==> src/rtl/phy_link_pkg.sv <==
// phy_link_pkg: link constants and transmitter state type shared by par_ser_tx and its ser_par receiver.
package phy_link_pkg;
  localparam int BYTE_W = 8;
  localparam logic [BYTE_W-1:0] COMMA_CHAR = 8'hBC;
  typedef enum logic {TX_SYNC, TX_ACTIVE} tx_state_e;
endpackage

==> src/rtl/par_ser_tx_if.sv <==
// par_ser_tx_if: byte valid/ready handshake into the transmitter.
interface par_ser_tx_if;
  import phy_link_pkg::*;
  logic [BYTE_W-1:0] data_in;
  logic              valid_in;
  logic              ready_out;
  modport master (output data_in, valid_in, input ready_out);
  modport slave  (input data_in, valid_in, output ready_out);
endinterface

==> src/rtl/par_ser_tx_hold.sv <==
// par_ser_tx_hold: one-entry valid/ready holding register feeding the serializer.
module par_ser_tx_hold
  import phy_link_pkg::*;
(
  input  logic              clk_32f,
  input  logic              reset,
  input  logic [BYTE_W-1:0] data_i,
  input  logic              valid_i,
  input  logic              take_i,
  output logic              ready_o,
  output logic              full_o,
  output logic [BYTE_W-1:0] data_o
);
  logic              full_q, full_d, accept;
  logic [BYTE_W-1:0] data_q, data_d;
  always_comb begin
    ready_o = reset & (~full_q | take_i);
    accept  = valid_i & ready_o;
    full_d  = accept | (full_q & ~take_i);
    data_d  = accept ? data_i : data_q;
  end
  always_ff @(posedge clk_32f or negedge reset) begin
    if (!reset) begin
      full_q <= 1'b0;
      data_q <= '0;
    end else begin
      full_q <= full_d;
      data_q <= data_d;
    end
  end
  assign full_o = full_q;
  assign data_o = data_q;
endmodule

==> src/rtl/par_ser_tx.sv <==
// par_ser_tx: MSB-first byte serializer with comma SYNC preamble; PAR_SER_TX_STATS_EN adds byte counters.
module par_ser_tx
  import phy_link_pkg::*;
#(
  parameter int SYNC_CHARS = 4
`ifdef PAR_SER_TX_STATS_EN
  , parameter int CNT_W = 16
`endif
) (
  input  logic clk_32f,
  input  logic reset,
  par_ser_tx_if.slave link,
  output logic data_out,
  output logic byte_strb,
  output logic active,
  output logic is_data
`ifdef PAR_SER_TX_STATS_EN
  , output logic [CNT_W-1:0] tx_data_cnt
  , output logic [CNT_W-1:0] tx_idle_cnt
`endif
);
  localparam int SC_W = $clog2(SYNC_CHARS + 1);
  tx_state_e         state_q, state_d;
  logic [SC_W-1:0]   sync_cnt_q, sync_cnt_d;
  logic [2:0]        bit_cnt_q, bit_cnt_d;
  logic [BYTE_W-1:0] sh_q, sh_d, next_byte, hold_data;
  logic              data_out_q, data_out_d, strb_q, strb_d;
  logic              active_q, active_d, is_data_q, is_data_d;
  logic              boundary, take, send_data, hold_full;
  par_ser_tx_hold u_hold (
    .clk_32f (clk_32f),
    .reset   (reset),
    .data_i  (link.data_in),
    .valid_i (link.valid_in),
    .take_i  (take),
    .ready_o (link.ready_out),
    .full_o  (hold_full),
    .data_o  (hold_data)
  );
  always_comb begin
    boundary   = bit_cnt_q == 3'd7;
    take       = boundary & (state_q == TX_ACTIVE);
    send_data  = take & hold_full;
    next_byte  = send_data ? hold_data : COMMA_CHAR;
    sh_d       = boundary ? next_byte : sh_q << 1;
    bit_cnt_d  = bit_cnt_q + 3'd1;
    state_d    = (boundary & (state_q == TX_SYNC) & (sync_cnt_q == SC_W'(1))) ? TX_ACTIVE : state_q;
    sync_cnt_d = (boundary & (state_q == TX_SYNC)) ? sync_cnt_q - SC_W'(1) : sync_cnt_q;
    // active follows the first load made in ACTIVE, one byte after the state change
    active_d   = active_q | take;
    is_data_d  = boundary ? send_data : is_data_q;
    data_out_d = sh_d[BYTE_W-1];
    strb_d     = boundary;
  end
  always_ff @(posedge clk_32f or negedge reset) begin
    if (!reset) begin
      state_q    <= TX_SYNC;
      sync_cnt_q <= SC_W'(SYNC_CHARS);
      bit_cnt_q  <= 3'd7;
      sh_q       <= '0;
      data_out_q <= 1'b0;
      strb_q     <= 1'b0;
      active_q   <= 1'b0;
      is_data_q  <= 1'b0;
    end else begin
      state_q    <= state_d;
      sync_cnt_q <= sync_cnt_d;
      bit_cnt_q  <= bit_cnt_d;
      sh_q       <= sh_d;
      data_out_q <= data_out_d;
      strb_q     <= strb_d;
      active_q   <= active_d;
      is_data_q  <= is_data_d;
    end
  end
  assign data_out  = data_out_q;
  assign byte_strb = strb_q;
  assign active    = active_q;
  assign is_data   = is_data_q;
`ifdef PAR_SER_TX_STATS_EN
  logic [CNT_W-1:0] data_cnt_q, data_cnt_d, idle_cnt_q, idle_cnt_d;
  always_comb begin
    data_cnt_d = (boundary & send_data & ~&data_cnt_q) ? data_cnt_q + 1'b1 : data_cnt_q;
    idle_cnt_d = (boundary & ~send_data & ~&idle_cnt_q) ? idle_cnt_q + 1'b1 : idle_cnt_q;
  end
  always_ff @(posedge clk_32f or negedge reset) begin
    if (!reset) begin
      data_cnt_q <= '0;
      idle_cnt_q <= '0;
    end else begin
      data_cnt_q <= data_cnt_d;
      idle_cnt_q <= idle_cnt_d;
    end
  end
  assign tx_data_cnt = data_cnt_q;
  assign tx_idle_cnt = idle_cnt_q;
`endif
endmodule

==> src/flat_wrapper.sv <==
// flat-port wrapper written by rule: the top's interface ports become plain ports
module par_ser_tx_flat import phy_link_pkg::*;
#(
  parameter int SYNC_CHARS = 4

)
  (clk_32f, reset, data_out, byte_strb, active, is_data, link_data_in, link_valid_in, link_ready_out);
  par_ser_tx_if link_i ();
  input  logic clk_32f;
  input  logic reset;
  output logic data_out;
  output logic byte_strb;
  output logic active;
  output logic is_data;
  input wire logic [$bits(link_i.data_in)-1:0] link_data_in;
  input wire logic [$bits(link_i.valid_in)-1:0] link_valid_in;
  output wire logic [$bits(link_i.ready_out)-1:0] link_ready_out;
  assign link_i.data_in = link_data_in;
  assign link_i.valid_in = link_valid_in;
  assign link_ready_out = link_i.ready_out;
  par_ser_tx #(.SYNC_CHARS(SYNC_CHARS)) u_core (.clk_32f(clk_32f), .reset(reset), .link(link_i), .data_out(data_out), .byte_strb(byte_strb), .active(active), .is_data(is_data));
endmodule
==> config.mk <==
export PLATFORM = sky130hd
export DESIGN_NAME = par_ser_tx_flat
export DESIGN_NICKNAME = d
export VERILOG_FILES = /design/src/rtl/phy_link_pkg.sv /design/src/rtl/par_ser_tx_if.sv /design/src/rtl/par_ser_tx_hold.sv /design/src/rtl/par_ser_tx.sv /design/src/flat_wrapper.sv
export SDC_FILE = /design/constraint.sdc
export NUM_CORES = 1
export LEC_CHECK = 0
export ABC_AREA = 1
export CAP_MARGIN = 20
export CORE_MARGIN = 5
export CORE_UTILIZATION = 49
export CTS_BUF_LIST = sky130_fd_sc_hd__clkbuf_2 sky130_fd_sc_hd__clkbuf_4 sky130_fd_sc_hd__clkbuf_8
export DETAILED_ROUTE_END_ITERATION = 12
export PLACE_DENSITY_LB_ADDON = 0.12
export SETUP_SLACK_MARGIN = 0.5
export SYNTH_ARGS = -nofsm -noshare
export SYNTH_HDL_FRONTEND = slang
export SYNTH_SLANG_ARGS = --single-unit
==> constraint.sdc <==
create_clock -name clk_32f -period 1.4 [get_ports clk_32f]
set_input_delay 0.21 -clock clk_32f [delete_from_list [all_inputs] [get_ports clk_32f]]
set_output_delay 0.21 -clock clk_32f [all_outputs]
set_load 0.03 [all_outputs]
Yosys cells after proc, flatten, opt, wreduce, memory -nomap -nowiden
Cells that the tools add are included.

Output and inout port bits: 5. Register bits after elaboration: 27. Word-level logic and storage cells: 29. Bits of input ports: 11.

Mux-type cells: 2. Eq/ne operators: 2. Bitwise logic cells: 13. Add/subtract/negate cells: 2.

Operators with widths (count): $mux W8 (2); $and A1 B1 Y1 (7); $add A3 B1 Y3 const B (1); $eq A3 B1 Y1 const B (1); $eq A3 B3 Y1 const B (1); $not A1 Y1 (3); $or A1 B1 Y1 (3); $sub A3 B1 Y3 const B (1).

Logic depth before layout (Yosys ltp)
Depth in word-level cells: 6. Depth in mapped cells: 8. Gate-level depth less buffers: 7.

Modules after synthesis
A second synthesis with hierarchy kept.

Cell total of the unflattened synthesis: 110. Area total of the unflattened synthesis: 1129.8 um2.

By module, submodules not included: par_ser_tx (sequential area each 455.4 um2, area an instance 735.7 um2, instances 1, cells each 70); par_ser_tx_hold (sequential area each 225.2 um2, area an instance 394.1 um2, instances 1, cells each 40).

Worst setup path before layout
Ideal clock, no wire load.

Path kind: flip-flop to output port. From: reg u_core.bit_cnt_q[0]. To: out link_ready_out. Required time: 1.190 ns. Cell stages (with the launch flop): 6. Arrival time: 1.757 ns. Path buffers: 1. Path slack: -0.567 ns. Cell sequence: dfstp_2 -> ha_1 -> ha_1 -> buf_4 -> nand2_4 -> a21boi_0.

Cells in the longest elaborated chain, start to end: 4.

Ends and longest elaborated chain: from (decl) (line par_ser_tx.sv:25) `logic [2:0] bit_cnt_q, bit_cnt_d;`; from (signal assigned) (line par_ser_tx.sv:68) `bit_cnt_q <= bit_cnt_d;`; $eq A3 B3 Y1 (line par_ser_tx.sv:41) `boundary = bit_cnt_q == 3'd7;`; via u_core.boundary (line par_ser_tx.sv:29) `logic boundary, take, send_data, hold_full;`; $and A1 B1 Y1 (line par_ser_tx.sv:42) `take = boundary & (state_q == TX_ACTIVE);`; $or A1 B1 Y1 (line par_ser_tx_hold.sv:17) `ready_o = reset & (~full_q | take_i);`; $and A1 B1 Y1 (line par_ser_tx_hold.sv:17); to (decl) (line flat_wrapper.sv:17) `output wire logic [$bits(link_i.ready_out)-1:0] link_ready_out;`.

The timed path passes the listed nets, and every way through them passes these cells.

Final worst setup path
Same ends and word-level chain as after synthesis.

==> impl_metrics.env <==
export IMPL_postCtsHoldBufs=0
export IMPL_place_hpwl_um=1430
export IMPL_ios=16
export IMPL_post_place_ws_ns=-0.0664
export IMPL_gp_congestion=0.668
export IMPL_clock_latency_ns=0.32
export IMPL_viasPerCell=4.98
export IMPL_synth_compound_area_share_pct=6.73
export IMPL_finClkSkew_ns=0.00198
export IMPL_worst_pin_slew_ns=0.446
export IMPL_placementRows=17
export IMPL_area_delta_synth_final_pct=44.4
export IMPL_port_buffers=15
export IMPL_r2r_start="u_core.bit_cnt_q[0]$_DFF_PN1_"
export IMPL_ctsHtreeMaxLevel=1
export IMPL_r2r_cells=8
export IMPL_antenna_cells=0
export IMPL_ir_worst_vdd_v=0.000555
export IMPL_synth_fa_ha_area_share_pct=4.56
export IMPL_rsz0062_at_grt="true"
export IMPL_powerDensity_nw_per_um2=757
export IMPL_drtPass1Iterations=4
export IMPL_violations="negative setup slack"
export IMPL_cp_start_kind="flop"
export IMPL_hold_slack_ns=0.257
export IMPL_grt_max_degree=23
export IMPL_fmax_ghz=0.583
export IMPL_reg2reg_to="u_core.sh_q[2]$_DFF_PN0_"
export IMPL_start_util_pct=50.6
export IMPL_antenna_found_initial=0
export IMPL_relSlewSlack_pct=70.2
export IMPL_max_cap_viol_count=0
export IMPL_hp_class="input port to async pin"
export IMPL_cts_root_buf="clkbuf_4"
export IMPL_cp_required_ns=1.19
export IMPL_wirelength_um=2230
export IMPL_yosysSeqAreaShare_pct=62.0
export IMPL_cts_sinks=27
export IMPL_reg2reg_slack_ns=-0.28
export IMPL_grtUsageTotal_pct=14.1
export IMPL_synth_warnings=0
export IMPL_mappedNetlistArea_um2=1100
export IMPL_fin_nets=144
export IMPL_synth_simple_gate_area_share_pct=19.6
export IMPL_cp_arrival_ns=1.51
export IMPL_drv_slew=0
export IMPL_end_kind="output pin"
export IMPL_cts_tree="built"
export IMPL_drcViolationCount=0
export IMPL_ys_types=19
export IMPL_ys_seq_elements=27
export IMPL_cts_clk_slew_worst_paths_ns=0.14
export IMPL_dieWidth_um=57.3
export IMPL_num_vias=777
export IMPL_drt_iter0_drc=23
export IMPL_overflow=0
export IMPL_drive_above_1_share_pct=43.0
export IMPL_grt_pass1_wl_um=3510
export IMPL_synth_top_family_by_area="simple AND/OR/NAND/NOR gates"
export IMPL_ant_nets=0
export IMPL_hold_viol_final=0
export IMPL_clk_path_buf_depth=2
export IMPL_fp_coreArea_um2=2170
export IMPL_muxShareOfSynthArea_pct=0
export IMPL_setup_ws_ns=-0.317
export IMPL_crit_path_start="u_core.bit_cnt_q[0]$_DFF_PN1_"
export IMPL_synthXorXnorAreaFrac_pct=1.60
export IMPL_finalPower_mw=1.20
export IMPL_period_minus_slack_ns=1.72
export IMPL_leakagePower_nw=0.723
export IMPL_finalSetupViolCount=24
export IMPL_cts_made_buffers=3
export IMPL_synth_nets=109
export IMPL_die_h_um=57.3
export IMPL_status="finished with violations"
export IMPL_die_area_um2=3290
export IMPL_wl_per_cell_um=14.3
export IMPL_grt_pass1_vias=799
export IMPL_avgSynthCellArea_um2=11.7
export IMPL_fin_crit_sh_pct=123
export IMPL_crit_fanout=2
export IMPL_synth_cells=94
export IMPL_critPathKind="flop to output pin"
[cell families after synthesis]
logic type,after synthesis
buffers and inverters,13
flip-flops,27
AO/OA/AOI/OAI,10
XOR/XNOR,2
adder cells (fa/ha/maj),4
AND/OR/NAND/NOR,38
[flip-flops by register name, indices dropped and copies added (netlist names)]
| name | cells |
|---|---|
| u_core.sync_cnt_q | 3 |
| u_core.data_out | 1 |
| u_core.is_data | 1 |
| u_core.active | 1 |
| u_core.byte_strb | 1 |
| u_core.bit_cnt_q | 3 |
| u_core.sh_q | 7 |
| u_core.state_q | 1 |
| u_core.u_hold.full_o | 1 |
| u_core.u_hold.data_o | 8 |
[report_power, final]
part           total, mW  switching (mW)  internal [mW]  leakage (nW)
Sequential         0.781               0          0.781         0.333
Clock              0.353           0.223          0.131        0.0184
Combinational     0.0657          0.0313         0.0344         0.371
[worst max-delay path, stage by stage (launching register included)]
cell      delay, ns
dfstp_2        0.58
ha_4           0.13
ha_4           0.16
nand2_8        0.05
a21boi_4       0.13
buf_6          0.14
[cells in the final DEF (no fill, tap or decap)]
| cell | instances |
|---|---|
| o21ai_1 | 2 |
| inv_4 | 1 |
| xnor2_2 | 1 |
| nand2_8 | 2 |
| o22a_1 | 5 |
| dfrtp_1 | 23 |
| o21ai_2 | 1 |
| nand4_1 | 8 |
| ha_4 | 2 |
| nand2_4 | 2 |
| nand2_1 | 13 |
| a21boi_4 | 1 |
| xor2_1 | 1 |
| o31ai_2 | 1 |
| buf_6 | 11 |
| buf_4 | 10 |
| clkbuf_4 | 4 |
| dfstp_2 | 4 |
| nor2_4 | 1 |
| clkdlybuf4s50_1 | 10 |
| inv_1 | 9 |
| nand3_4 | 4 |
| nand2_2 | 10 |
| ha_1 | 2 |
[cell type report]
class | instances | area (um2)
clock buffer | 4 | 30.0
fill | 158 | 586
inverter | 10 | 40.0
multi-input combinational | 56 | 499
sequential | 27 | 681
tap | 28 | 35.0
timing repair buffer | 31 | 299
[cells in the mapped netlist, drive strengths merged]
master / count / area, um2
xnor2: 1 / 8.76
nand3: 3 / 40.0
buf: 3 / 22.5
nand4: 8 / 50.1
ha: 4 / 50.1
a21boi: 1 / 7.51
o31ai: 1 / 7.51
dfrtp: 23 / 576
o22a: 5 / 43.8
nor2: 1 / 3.75
nand2: 26 / 121
o21ai: 3 / 15.0
inv: 10 / 37.5
dfstp: 4 / 105
xor2: 1 / 8.76
[how the worst max path moves through the flow]
stage / end / slack, ns / cells after the start
CTS: link_ready_out / -0.33 / 5
global route: link_ready_out / -0.39 / 5
global placement: link_ready_out / -0.04 / 5
floorplan: link_ready_out / -0.06 / 5
detailed placement: link_ready_out / -0.07 / 5
finish: link_ready_out / -0.32 / 5
[per-layer routing]
metal | global-route usage, % | part of all wire (%) | vias up
met1 | 18.0 | 44 | 367
met3 | 2.49 | 3.3 | 8
met2 | 22.7 | 48 | 19
li1 | - | - | 383
met4 | 7.95 | 4.1 | 0
met5 | 0 | 0 | -
[per-stage QoR]
step / cell area (um2) / TNS, ns / util [%] / cells
6_report: 1580 / -5.32 / 73.0 / 156
3_3_place_gp: 1360 / -0.0371 / 62.8 / 142
4_1_cts: 1490 / -3.14 / 68.6 / 152
5_1_grt: 1580 / -6.93 / 73.0 / 156
3_5_place_dp: 1360 / -0.335 / 62.8 / 142
2_1_floorplan: 1150 / -0.0647 / - / 94
[timing repair]
item	CTS	global route
endpoints found under the setup margin	30	30
cloned	1	1
resized for setup	41	17
pin swaps	3	3
setup buffers	5	3
Power figures use the tool's default switching activity.
==> RTL change 1, RTL diff (config.mk and constraints unchanged) <==
Take the reset off `sh_q` and load it in a clocked block of its own.
--- a/src/rtl/par_ser_tx.sv
+++ b/src/rtl/par_ser_tx.sv
@@ -57,7 +57,6 @@
       state_q    <= TX_SYNC;
       sync_cnt_q <= SC_W'(SYNC_CHARS);
       bit_cnt_q  <= 3'd7;
-      sh_q       <= '0;
       data_out_q <= 1'b0;
       strb_q     <= 1'b0;
       active_q   <= 1'b0;
@@ -66,12 +65,15 @@
       state_q    <= state_d;
       sync_cnt_q <= sync_cnt_d;
       bit_cnt_q  <= bit_cnt_d;
-      sh_q       <= sh_d;
       data_out_q <= data_out_d;
       strb_q     <= strb_d;
       active_q   <= active_d;
       is_data_q  <= is_data_d;
     end
+  end
+
+  always_ff @(posedge clk_32f) begin
+    sh_q <= sh_d;
   end
   assign data_out  = data_out_q;
   assign byte_strb = strb_q;
Function: no difference found for any inputs over 10 cycles, from zero or initial values and one cycle with reset low; that may be too few to reach the edited logic, so the function may still have changed.
==> RTL change 1 against the unedited design <==
  * The run still ends with negative setup slack left
  * Sequential share of layout area fell by 1.0 points
  * Sequential cell count unchanged
  * Clock power about the same
  * Synthesized area decreased by 3.2%
  * Global-route usage is 0.18 points higher
  * Total power is 0.49% lower
  * Design area shrank 2.8%
  * Routed wire length shrank 9.3%
  * Final cell count is 3.2% lower
  * Largest power group unchanged
  * First-iteration DRC count decreased by 78%
  * Count of clock-buffer cells in the layout unchanged
  * Register-to-register slack improved by 0.05 ns
  * Worst setup slack worse by 0.021 ns
  * Worst hold slack improved by 0.014 ns
==> RTL change 1: results (changes against the unedited design) <==
[synthesis]
synthAdderAreaFrac_pct = 4.711  ; was 4.561%
synth_compound_area_share_pct = 6.949  ; was 6.727%
synth_common_cells = nand2_1, dfrtp_1, inv_1  ; unchanged
ys_types = 20  ; was 19
ys_seq_area_share_pct = 60.78  ; was 62.03%
synth_area_leaders = dfrtp_1, dfxtp_1, dfstp_2  ; was dfrtp_1, dfstp_2, nand2_1
muxShareOfSynthArea_pct = 0  ; unchanged
synth-xor-area-share_pct = 1.649  ; was 1.596%
postSynth.asyncResetShare_pct = 74.07  ; was 100.0%

[setup_path]
reg2reg_depth = 9  ; was 8
r2r_setup_slack_ns = -0.23  ; was -0.28 ns
worst_ep_arrival_time_ns = 1.53  ; was 1.51 ns
reg2reg_to = u_core.u_hold.data_o[6]  ; was u_core.sh_q[2]

[clock_tree]
htree_levels = 1  ; unchanged
clkTransAtPathRegs_ns = 0.14  ; about the same
root_buffer = clkbuf_4  ; unchanged

[sta]
clock_skew_ns = 0.003990  ; was 0.001984 ns
slew_headroom_pct = 75.62  ; was 70.23%
setup_slack_ns = -0.3373  ; was -0.3166 ns
hold_slack_ns = 0.2714  ; was 0.2569 ns
setup_viol = 16  ; was 24

[detailed_routing]
drt_wl_total_mm = 2.023  ; was 2.231 mm
met3_wirelength_microns = 102  ; was 74 microns
routed-wl-met2_mm = 1.031  ; was 1.078 mm
first_pass_iters = 2  ; was 4
wl_met1_microns = 851  ; was 986 microns
routed_via_density = 5.079  ; was 4.981
first_iter_violations = 5  ; was 23

[power_and_ir_drop]
p_leak_nw = 0.6884  ; was 0.7225 nW
vdd_drop_max_v = 0.0007280  ; was 0.0005546 V

[finish]
multi_input_area_sq_um = 493.0  ; was 499.2 sq um
buffers = 28  ; was 31
sh_seq_area_pct = 41.95  ; was 42.97%
nets = 140  ; was 144
final_area_sq_mm = 0.001539  ; was 0.001584 sq mm
bufAreaShareNonClock_pct = 19.11  ; was 18.88%
largest_reg_flops = 8  ; unchanged
antennaDiodeCount = 0  ; unchanged
multi_input_gates = 55  ; was 56
clock_tree_area_fraction_pct = 1.951  ; was 1.896%
fillCellCount = 134  ; was 158
drive_gt1_share_pct = 41.13  ; was 42.97%
num-clock-buffers = 4  ; unchanged

[placed_design]
gp_congestion = 0.6990  ; was 0.6679
dpl_cell_area_sq_mm = 0.001344  ; was 0.001363 sq mm
place_hpwl_mm = 1.384  ; was 1.430 mm

[grt]
globalRouteMet1Util_pct = 15.48  ; was 17.98%
grt_pass1_vias = 832  ; was 799
grt_max_degree = 17  ; was 23
use_met3_pct = 4.587  ; was 2.489%
use_met2_pct = 24.92  ; was 22.68%
grt_pass1_wl_mm = 3.546  ; was 3.512 mm
track_usage_pct = 14.30  ; was 14.12%

[status]
outcome = finished, violations left  ; unchanged
violations = negative setup slack  ; unchanged

[min_path]
min_path_type = input pin to asynchronous set/reset pin  ; unchanged

==> RTL change 1: power breakdown <==
group          leakage, nW  internal [mW]  switching (mW)
clock               0.0184          0.131           0.222
sequential           0.313          0.778               0
combinational        0.357         0.0363          0.0270
total                0.688          0.945           0.249
==> RTL change 1: what timing repair did <==
item / 4_1_cts / 5_1_grt
cloned: 1 / 0
setup buffers: 4 / 2
pin swaps: 5 / 2
setup endpoints to repair: 30 / 30
resized for setup: 44 / 13
==> RTL change 1: stage by stage <==
step / cells / setup TNS [ns] / setup WS [ns] / power (mW)
after floorplan: 94 / -0.06450 / -0.06450 / 0.8044
after global placement: 140 / -0.02181 / -0.02181 / 0.8533
after detailed placement: 140 / -0.05403 / -0.04523 / 0.8551
after CTS: 149 / -1.305 / -0.3539 / 1.208
after global routing: 151 / -3.553 / -0.4131 / 1.250
final: 151 / -2.275 / -0.3373 / 1.194
==> RTL change 2, RTL diff (same flow settings) <==
Without the edit above. `SYNC_CHARS` is set to 4 in 2 places; all go to 2.
--- a/src/rtl/par_ser_tx.sv
+++ b/src/rtl/par_ser_tx.sv
@@ -2,7 +2,7 @@
 module par_ser_tx
   import phy_link_pkg::*;
 #(
-  parameter int SYNC_CHARS = 4
+  parameter int SYNC_CHARS = 2
 `ifdef PAR_SER_TX_STATS_EN
   , parameter int CNT_W = 16
 `endif
--- a/src/flat_wrapper.sv
+++ b/src/flat_wrapper.sv
@@ -1,7 +1,7 @@
 // flat-port wrapper written by rule: the top's interface ports become plain ports
 module par_ser_tx_flat import phy_link_pkg::*;
 #(
-  parameter int SYNC_CHARS = 4
+  parameter int SYNC_CHARS = 2
 
 )
   (clk_32f, reset, data_out, byte_strb, active, is_data, link_data_in, link_valid_in, link_ready_out);
Behaviour: same outputs for any inputs over 10 cycles, from zero or initial values and one cycle with reset low; that may be too few to reach the edited logic, so the function may still have changed.
==> RTL change 2 against the unedited design <==
  * The flow still finishes with violations (negative setup slack)
  * Utilization is 2.6 points higher
  * Routed wire length fell by 10%
  * Critical path depth stayed put
  * Design area down 5.4%
  * Sequential cell count shrank 1
  * Non-clock buffer count is 1 higher
  * Synthesized area fell by 5.4%
  * Global-route usage decreased by 0.34 points
  * First-iteration DRC count is 83% lower
  * Worst setup slack improved by 0.0099 ns
  * Highest routed layer unchanged
Power is not compared: it rests on default switching activity, and its combinational part moved more than twofold at a synthesized area within 25%.
==> RTL change 2: results (changes against the unedited design) <==
[status]
outcome = finished, violations left  ; unchanged
violations = negative setup slack  ; unchanged

[detailed_routing]
routed_via_density = 5.033  ; was 4.981
first_pass_iters = 3  ; was 4
vias = 755  ; was 777
drt_wl_total_mm = 2.008  ; was 2.231 mm
first_iter_violations = 4  ; was 23

[setup_path]
worst_ep_arrival_time_ns = 1.50
critPathMaxFanout = 2  ; unchanged
r2r_start = u_core.bit_cnt_q[0]  ; unchanged
r2r_setup_slack_ns = -0.20  ; was -0.28 ns
slowest_delay_ns = 0.57
reg2reg_depth = 9  ; was 8
reg2reg_to = u_core.u_hold.data_o[4]  ; was u_core.sh_q[2]

[sta]
clock_skew_ns = 0.01047  ; was 0.001984 ns
setup_slack_ns = -0.3067  ; was -0.3166 ns
hold_slack_ns = 0.2610  ; was 0.2569 ns
tightest_slew_ns = 0.3503  ; was 0.4465 ns
setup_viol = 17  ; was 24

[grt]
track_usage_pct = 13.77  ; was 14.12%
grt_antenna_before_repair = 0  ; unchanged
grt_pass1_vias = 810  ; was 799
grt_max_degree = 16  ; was 23
grt_pass1_wl_mm = 3.401  ; was 3.512 mm
overflow = 0  ; unchanged

[synthesis]
synth_nets = 103  ; was 109
ys_types = 16  ; was 19
synth_area_leaders = dfrtp_1, dfstp_2, nand2_1  ; unchanged
synth_compound_area_share_pct = 6.386  ; was 6.727%
synthAdderAreaFrac_pct = 3.614  ; was 4.561%
synth-xor-area-share_pct = 0.8434  ; was 1.596%
postSynth.asyncResetShare_pct = 100.0  ; unchanged
synth_common_cells = nand2_1, dfrtp_1, inv_1, nand4_1, o22a_1  ; was nand2_1, dfrtp_1, inv_1
ys_seq_area_share_pct = 63.13  ; was 62.03%
syn_inst = 89  ; was 94
yosysWarnings = 0  ; unchanged

[placed_design]
placed_cells = 138  ; was 142
place_hpwl_mm = 1.387  ; was 1.430 mm
gp_congestion = 0.7319  ; was 0.6679

[clock_tree]
insertion_delay_ns = 0.31
postCtsSetupRepairBufs = 3  ; was 5
cts_resized = 35  ; was 41
clkTransAtPathRegs_ns = 0.14  ; about the same
numCtsBuffers = 3  ; unchanged
root_buffer = clkbuf_4  ; unchanged

[finish]
antennaDiodeCount = 0  ; unchanged
drive_gt1_share_pct = 42.28  ; was 42.97%

[power_and_ir_drop]
p_int_mw = 1.126
p_leak_nw = 0.7083

==> RTL change 2: how the worst max path moves through the flow <==
stage	from	end	slack (ns)
6_report	u_core.bit_cnt_q[0]	link_ready_out	-0.31
5_1_grt	u_core.bit_cnt_q[0]	link_ready_out	-0.37
4_1_cts	u_core.bit_cnt_q[0]	link_ready_out	-0.32
3_5_place_dp	u_core.bit_cnt_q[0]	link_ready_out	-0.06
3_3_place_gp	u_core.bit_cnt_q[1]	link_ready_out	-0.04
2_1_floorplan	u_core.bit_cnt_q[1]	link_ready_out	-0.06
==> RTL change 2: power groups by stage <==
stage	Combinational [mW]	Clock, mW	Sequential [mW]
final	0.248	0.365	0.883
after global placement	0.211	0	0.885
after CTS	0.227	0.377	0.876
after detailed placement	0.215	0	0.888
after global routing	0.274	0.408	0.891
after floorplan	0.103	0	0.897
==> RTL change 2: stage by stage <==
stage	setup TNS (ns)	instance area (sq um)	setup slack, ns	util, %
after global placement	-0.03831	1318	-0.03831	66.48
final	-2.082	1499	-0.3067	75.63
after global routing	-3.314	1499	-0.3654	75.63
after detailed placement	-0.08434	1318	-0.06410	66.48
after floorplan	-0.06455	1091	-0.06455	-
after CTS	-1.112	1419	-0.3190	71.59
==> RTL change 2: routing by layer <==
metal	track usage (%)	wire length, microns
met5	0	0
met3	2.552	76
met4	6.441	53
met1	15.58	827
met2	24.71	1052
==> RTL change 2: layout make-up <==
class / instances / area (sq um)
Sequential cell: 26 / 655.6
Tap cell: 27 / 33.78
Multi-Input combinational cell: 53 / 444.2
Clock buffer: 4 / 36.28
Inverter: 8 / 30.03
Timing Repair Buffer: 32 / 299.0
Fill cell: 125 / 483.0
